<file path="src/rtl/hazard_ctrl.sv">
// hazard_ctrl -- pipeline hazard and stall sequencer for the 5-stage RV32 core.
//
// Each cycle this block decides whether PC, IF/ID, ID/EX, EX/MEM and MEM/WB
// advance, hold or load a bubble. It arbitrates three hazard sources, listed
// here from highest to lowest priority:
//   1. Data-memory wait.
//   2. Branch/jump redirect from EX.
//   3. Load-use.
// A bounded memory-wait FSM aborts an access that has stalled for
// MEM_TIMEOUT cycles.
//
// Parameter:
//   MEM_TIMEOUT   maximum consecutive stalled cycles per access (2..255).
//
// Ports:
//   clk, rst                  rising-edge clock, async active-high reset
//   memread_ex, rd_ex         EX holds a load and its destination register
//   rs1_id, rs2_id            ID source registers
//   uses_rs1_id, uses_rs2_id  ID really reads rs1 / rs2
//   redirect_ex               EX resolved a taken branch / JAL / JALR
//   dmem_req, dmem_ready      MEM access in flight / completes this cycle
//   pc_write, ifid_write      PC and IF/ID capture enables
//   ifid_flush, idex_flush    bubble IF/ID, ID/EX
//   idex_hold, exmem_hold     hold ID/EX, EX/MEM
//   memwb_flush               bubble MEM/WB
//   mem_timeout               sticky flag: an access was aborted
//   dbg_state, dbg_wcnt       FSM state (0=RUN, 1=MEMWAIT, 2=ABORT) and wait count
//
// Optional feature (macro HAZARD_STATS_EN): adds two 32-bit outputs.
//   stall_count  counts cycles with pc_write low.
//   flush_count  counts cycles in which a redirect is applied.
//
// Handshake: this block has no valid/ready pairs. Every control output is
// combinational from the FSM state, the wait counter and the current inputs,
// so the output takes effect in the same cycle.
module hazard_ctrl #(
  parameter int MEM_TIMEOUT = 255
) (
  input  logic        clk,
  input  logic        rst,
  input  logic        memread_ex,
  input  logic [4:0]  rd_ex,
  input  logic [4:0]  rs1_id,
  input  logic [4:0]  rs2_id,
  input  logic        uses_rs1_id,
  input  logic        uses_rs2_id,
  input  logic        redirect_ex,
  input  logic        dmem_req,
  input  logic        dmem_ready,
  output logic        pc_write,
  output logic        ifid_write,
  output logic        ifid_flush,
  output logic        idex_flush,
  output logic        idex_hold,
  output logic        exmem_hold,
  output logic        memwb_flush,
  output logic        mem_timeout,
  output logic [1:0]  dbg_state,
  output logic [7:0]  dbg_wcnt
`ifdef HAZARD_STATS_EN
  ,
  output logic [31:0] stall_count,
  output logic [31:0] flush_count
`endif
);

  typedef enum logic [1:0] {
    ST_RUN     = 2'd0,
    ST_MEMWAIT = 2'd1,
    ST_ABORT   = 2'd2
  } state_t;

  // Wait count at which a still-unready access gets aborted.
  localparam logic [7:0] WCNT_LAST = 8'(MEM_TIMEOUT - 1);

  state_t     state_q, state_d;
  logic [7:0] wcnt_q, wcnt_d;
  logic       timeout_q, timeout_d;
  logic       mstall;
  logic       load_use;

  always_ff @(posedge clk or posedge rst) begin
    if (rst) begin
      state_q   <= ST_RUN;
      wcnt_q    <= 8'd0;
      timeout_q <= 1'b0;
    end else begin
      state_q   <= state_d;
      wcnt_q    <= wcnt_d;
      timeout_q <= timeout_d;
    end
  end

  always_comb begin
    state_d     = state_q;
    wcnt_d      = wcnt_q;
    timeout_d   = timeout_q;
    pc_write    = 1'b1;
    ifid_write  = 1'b1;
    ifid_flush  = 1'b0;
    idex_flush  = 1'b0;
    idex_hold   = 1'b0;
    exmem_hold  = 1'b0;
    memwb_flush = 1'b0;

    // The ABORT cycle releases the stall even while the access is still pending.
    mstall   = dmem_req & ~dmem_ready & (state_q != ST_ABORT);
    load_use = memread_ex & (rd_ex != 5'd0) &
               ((uses_rs1_id & (rs1_id == rd_ex)) |
                (uses_rs2_id & (rs2_id == rd_ex)));

    // Output arbitration. During a memory stall EX is held, so a pending
    // redirect is simply seen again on the first released cycle.
    if (mstall) begin
      pc_write    = 1'b0;
      ifid_write  = 1'b0;
      idex_hold   = 1'b1;
      exmem_hold  = 1'b1;
      memwb_flush = 1'b1;
    end else if (redirect_ex) begin
      ifid_flush = 1'b1;
      idex_flush = 1'b1;
    end else if (load_use) begin
      pc_write   = 1'b0;
      ifid_write = 1'b0;
      idex_flush = 1'b1;
    end

    // The aborted access must never reach write-back.
    if (state_q == ST_ABORT) begin
      memwb_flush = 1'b1;
    end

    case (state_q)
      ST_RUN: begin
        if (mstall) begin
          state_d = ST_MEMWAIT;
          wcnt_d  = 8'd1;
        end
      end
      ST_MEMWAIT: begin
        if (dmem_ready) begin
          state_d = ST_RUN;
          wcnt_d  = 8'd0;
        end else if (wcnt_q == WCNT_LAST) begin
          state_d   = ST_ABORT;
          timeout_d = 1'b1;
        end else begin
          wcnt_d = wcnt_q + 8'd1;
        end
      end
      ST_ABORT: begin
        state_d = ST_RUN;
        wcnt_d  = 8'd0;
      end
      default: begin
        state_d = ST_RUN;
        wcnt_d  = 8'd0;
      end
    endcase

    // While in reset every control is quiet, so no stage register moves.
    if (rst) begin
      pc_write    = 1'b0;
      ifid_write  = 1'b0;
      ifid_flush  = 1'b0;
      idex_flush  = 1'b0;
      idex_hold   = 1'b0;
      exmem_hold  = 1'b0;
      memwb_flush = 1'b0;
    end
  end

  assign mem_timeout = timeout_q;
  assign dbg_state   = state_q;
  assign dbg_wcnt    = wcnt_q;

`ifdef HAZARD_STATS_EN
  logic [31:0] stall_count_q;
  logic [31:0] flush_count_q;

  always_ff @(posedge clk or posedge rst) begin
    if (rst) begin
      stall_count_q <= 32'd0;
      flush_count_q <= 32'd0;
    end else begin
      if (!pc_write) begin
        stall_count_q <= stall_count_q + 32'd1;
      end
      if (redirect_ex && !mstall) begin
        flush_count_q <= flush_count_q + 32'd1;
      end
    end
  end

  assign stall_count = stall_count_q;
  assign flush_count = flush_count_q;
`endif

endmodule

</file>
<file path="config.mk">
export PLATFORM = sky130hd
export DESIGN_NAME = hazard_ctrl
export DESIGN_NICKNAME = d
export VERILOG_FILES = /design/src/rtl/hazard_ctrl.sv
export SDC_FILE = /design/constraint.sdc
export NUM_CORES = 1
export LEC_CHECK = 0
export ABC_AREA = 1
export CAP_MARGIN = 20
export CORE_MARGIN = 4
export CORE_UTILIZATION = 41
export CTS_CLUSTER_DIAMETER = 50
export CTS_CLUSTER_SIZE = 14
export DETAILED_ROUTE_END_ITERATION = 16
export GPL_TIMING_DRIVEN = 0
export PLACE_DENSITY = 0.8
export SYNTH_ARGS = -nofsm -noshare
export SYNTH_HDL_FRONTEND = slang
export SYNTH_SLANG_ARGS = --single-unit
</file>
<file path="constraint.sdc">
create_clock -name clk -period 1.5 [get_ports clk]
set_input_delay 0.225 -clock clk [delete_from_list [all_inputs] [get_ports clk]]
set_output_delay 0.225 -clock clk [all_outputs]
set_load 0.01 [all_outputs]
</file>
==> results.cfg <==
[synthesis]
ys_top_cells_by_area = dfrtp_1 (30%), nand2_1 (24%), inv_1 (12%), nor2_1 (7.4%), nand3_1 (3.3%)
yosys.cell_types.count = 22
synth_most_common_cell = nand2_1
synth_edf_count = 0
synthFlopType = dfrtp_1
async_flop_share = 1.00
ys_warn_count = 0
syn_inst = 152
syn-num-nets = 177
yosys.area.top_type = dfrtp_1
synth_area_sq_um = 912
synth-seq-cells = 11
yosysSeqAreaShare = 0.302
yosys-top-cells-count = nand2_1 (59), inv_1 (29), nor2_1 (18), dfrtp_1 (11), nand3_1 (6)
synth_top_area_frac = 0.302
syn_avg_cell_area_sq_um = 6.00

[setup_path]
cp_top_family = simple AND/OR/NAND/NOR gates
path_cells = inv_2 > or2_4 > nand2_4 > nand2_4 > nor2_4 > inv_2 > nand2_2 > buf_6 > buf_6
slowest_stage = dfrtp_1
path_max_fanout = 3
cp.arrival_ns = 1.46
timing.rr.start = dbg_state[0]
reg2reg_depth = 6
endpoint_kind = output port
crit_required_ns = 1.27
reg2reg_slack_ns = 0.03
worst-path-buf-inv = 4
setup.worst_path.start_class = register
rr_endpoint = dbg_wcnt[3]
critPathMaxStageDelay_ns = 0.39
crit_type = reg -> out

[placement]
port_buffers = 40
gp_congestion = 0.880
place_area_sq_um = 1360
pre_cts_ws_ns = -0.842
place_inst = 219
hpwl_um = 2000

[power_and_ir_drop]
power.density_nw_per_um2 = 569
vdd.ir_drop.worst_v = 0.000634
p_leak_nw = 0.832

[floorplanning]
initial_utilization = 0.447
die_w_um = 55.2
ioPinCount = 41
num_rows = 16
die-height_um = 55.2
core_area_sq_um = 2040
dieArea_sq_um = 3040

[worst_hold_path]
hold_class = in -> async

[detailed_routing]
first_iter_violations = 28
vias_per_cell = 4.71
firstDrtPassIters = 4
drt_wl_total_um = 2710
routedWlPerCell_um = 11.6
ant_nets = 0
num_vias = 1098
drcViolationCount = 0

[layout]
drive_above_1_share = 0.243
finalInstanceArea_sq_um = 1500
stdcell_count = 233
area_growth_pct = 64.7
nFillCells = 166
diodes = 0
fin_nets = 232

[clock_network]
cts_max_level = 1
path_clk_slew_ns = 0.08
insertion_delay_ns = 0.27
clkSinkCount = 11
numCtsBuffers = 3
cts_hold_buf = 0
cts_buffer_depth = 2
cts_tree = yes
ctsRootBufferMaster = clkbuf_4

[global_route]
antenna_found_initial = 0
grt_pass1_wl_um = 4150
grt_overflow_total = 0
grt_usage = 0.188
first_global_vias = 1030
grt_start_max_net_pins = 12

[run_status]
violations = negative setup slack
status = finished with violations

[timing]
slew_viol_final = 0
hold_violations = 0
period_share = 1.12
worst_slack_ns = -0.186
rsz0062_at_grt = yes
relSlewSlack = 0.767
setup_viol = 6
hold_ws_ns = 0.437
worst_pin_slew_ns = 0.349
fin_worst_skew_ns = 0.0106
min_period_ns = 1.69
fmax_mhz = 593

[flow_run]
maxCapViolCount = 0
[routing by layer]
metal | share of wire | global-route usage
met1 | 0.45 | 0.212
met2 | 0.47 | 0.341
met3 | 0.066 | 0.0375
met4 | 0.018 | 0.0769
met5 | 0 | 0
[placed cells by master (no fill, tap or decap), types with 4 or more instances in the layout]
cell type / instances
nand3_1: 6
dlygate4sd2_1: 15
inv_2: 7
clkdlybuf4s50_1: 15
nand2_1: 53
nand2_4: 4
buf_6: 4
buf_4: 10
dfrtp_1: 9
buf_2: 4
inv_1: 21
nor2_1: 16
[worst register-to-register path: stages, from the launching register on]
cell	delay, ns
dfrtp_1	0.40
buf_4	0.16
nor2_1	0.18
nand2_1	0.26
nand2_4	0.18
nor2_1	0.05
o21a_1	0.16
[through the flow]
step,util,TNS (ns),power [W]
6_report,0.736,-0.578,0.000856
5_1_grt,0.736,-1.28,0.000913
4_1_cts,0.700,-0.647,0.000835
3_5_place_dp,0.668,-4.34,0.000624
3_3_place_gp,0.668,-4.00,0.000617
2_1_floorplan,-,0,0.000476
[timing repair]
item | 4_1_cts | 5_1_grt
endpoints found under the setup margin | 8 | 21
pin swaps | 9 | 11
endpoints found under the hold margin | 0 | 0
cloned | 0 | 1
buffers inserted | 5 | 6
gates resized for setup | 60 | 14
[cells by family after synthesis]
family / synth area share
AOI/OAI and AO/OA: 0.0727
xor gates and xnor gates: 0.00960
adders and majority gates: 0.0274
buffers and inverters: 0.143
DFF: 0.302
and+or+nand+nor: 0.446
[flip-flops by register name, indices dropped and copies added (netlist names)]
signal	count
dbg_state	2
dbg_wcnt	8
mem_timeout	1
[where the power goes]
group          internal, W  total, W  switching (W)  leakage, nW
clock network     0.000103  0.000207       0.000104       0.0150
logic             0.000149  0.000314       0.000165        0.670
registers         0.000313  0.000334      0.0000206        0.147
[worst max-delay path by stage]
| stage | start | to | slack [ns] | cells after the start |
|---|---|---|---|---|
| finish | dbg_state[1] | pc_write | -0.19 | 9 |
| global route | dbg_state[1] | pc_write | -0.28 | 9 |
| CTS | dbg_state[1] | pc_write | -0.20 | 9 |
| detailed placement | rst | pc_write | -0.84 | 8 |
| global placement | rst | pc_write | -0.78 | 8 |
| floorplan | dbg_state[0] | pc_write | 0.06 | 7 |
[layout make-up]
type | instances | area, sq um | share of cell area
Multi-Input combinational cell | 110 | 582 | 0.387
Timing Repair Buffer | 49 | 440 | 0.293
Sequential cell | 11 | 278 | 0.185
Inverter | 30 | 124 | 0.0824
Tap cell | 27 | 33.8 | 0.0225
Clock buffer | 4 | 26.3 | 0.0175
Buffer | 2 | 18.8 | 0.0125
No activity file was read; power rests on OpenSTA's default activity.
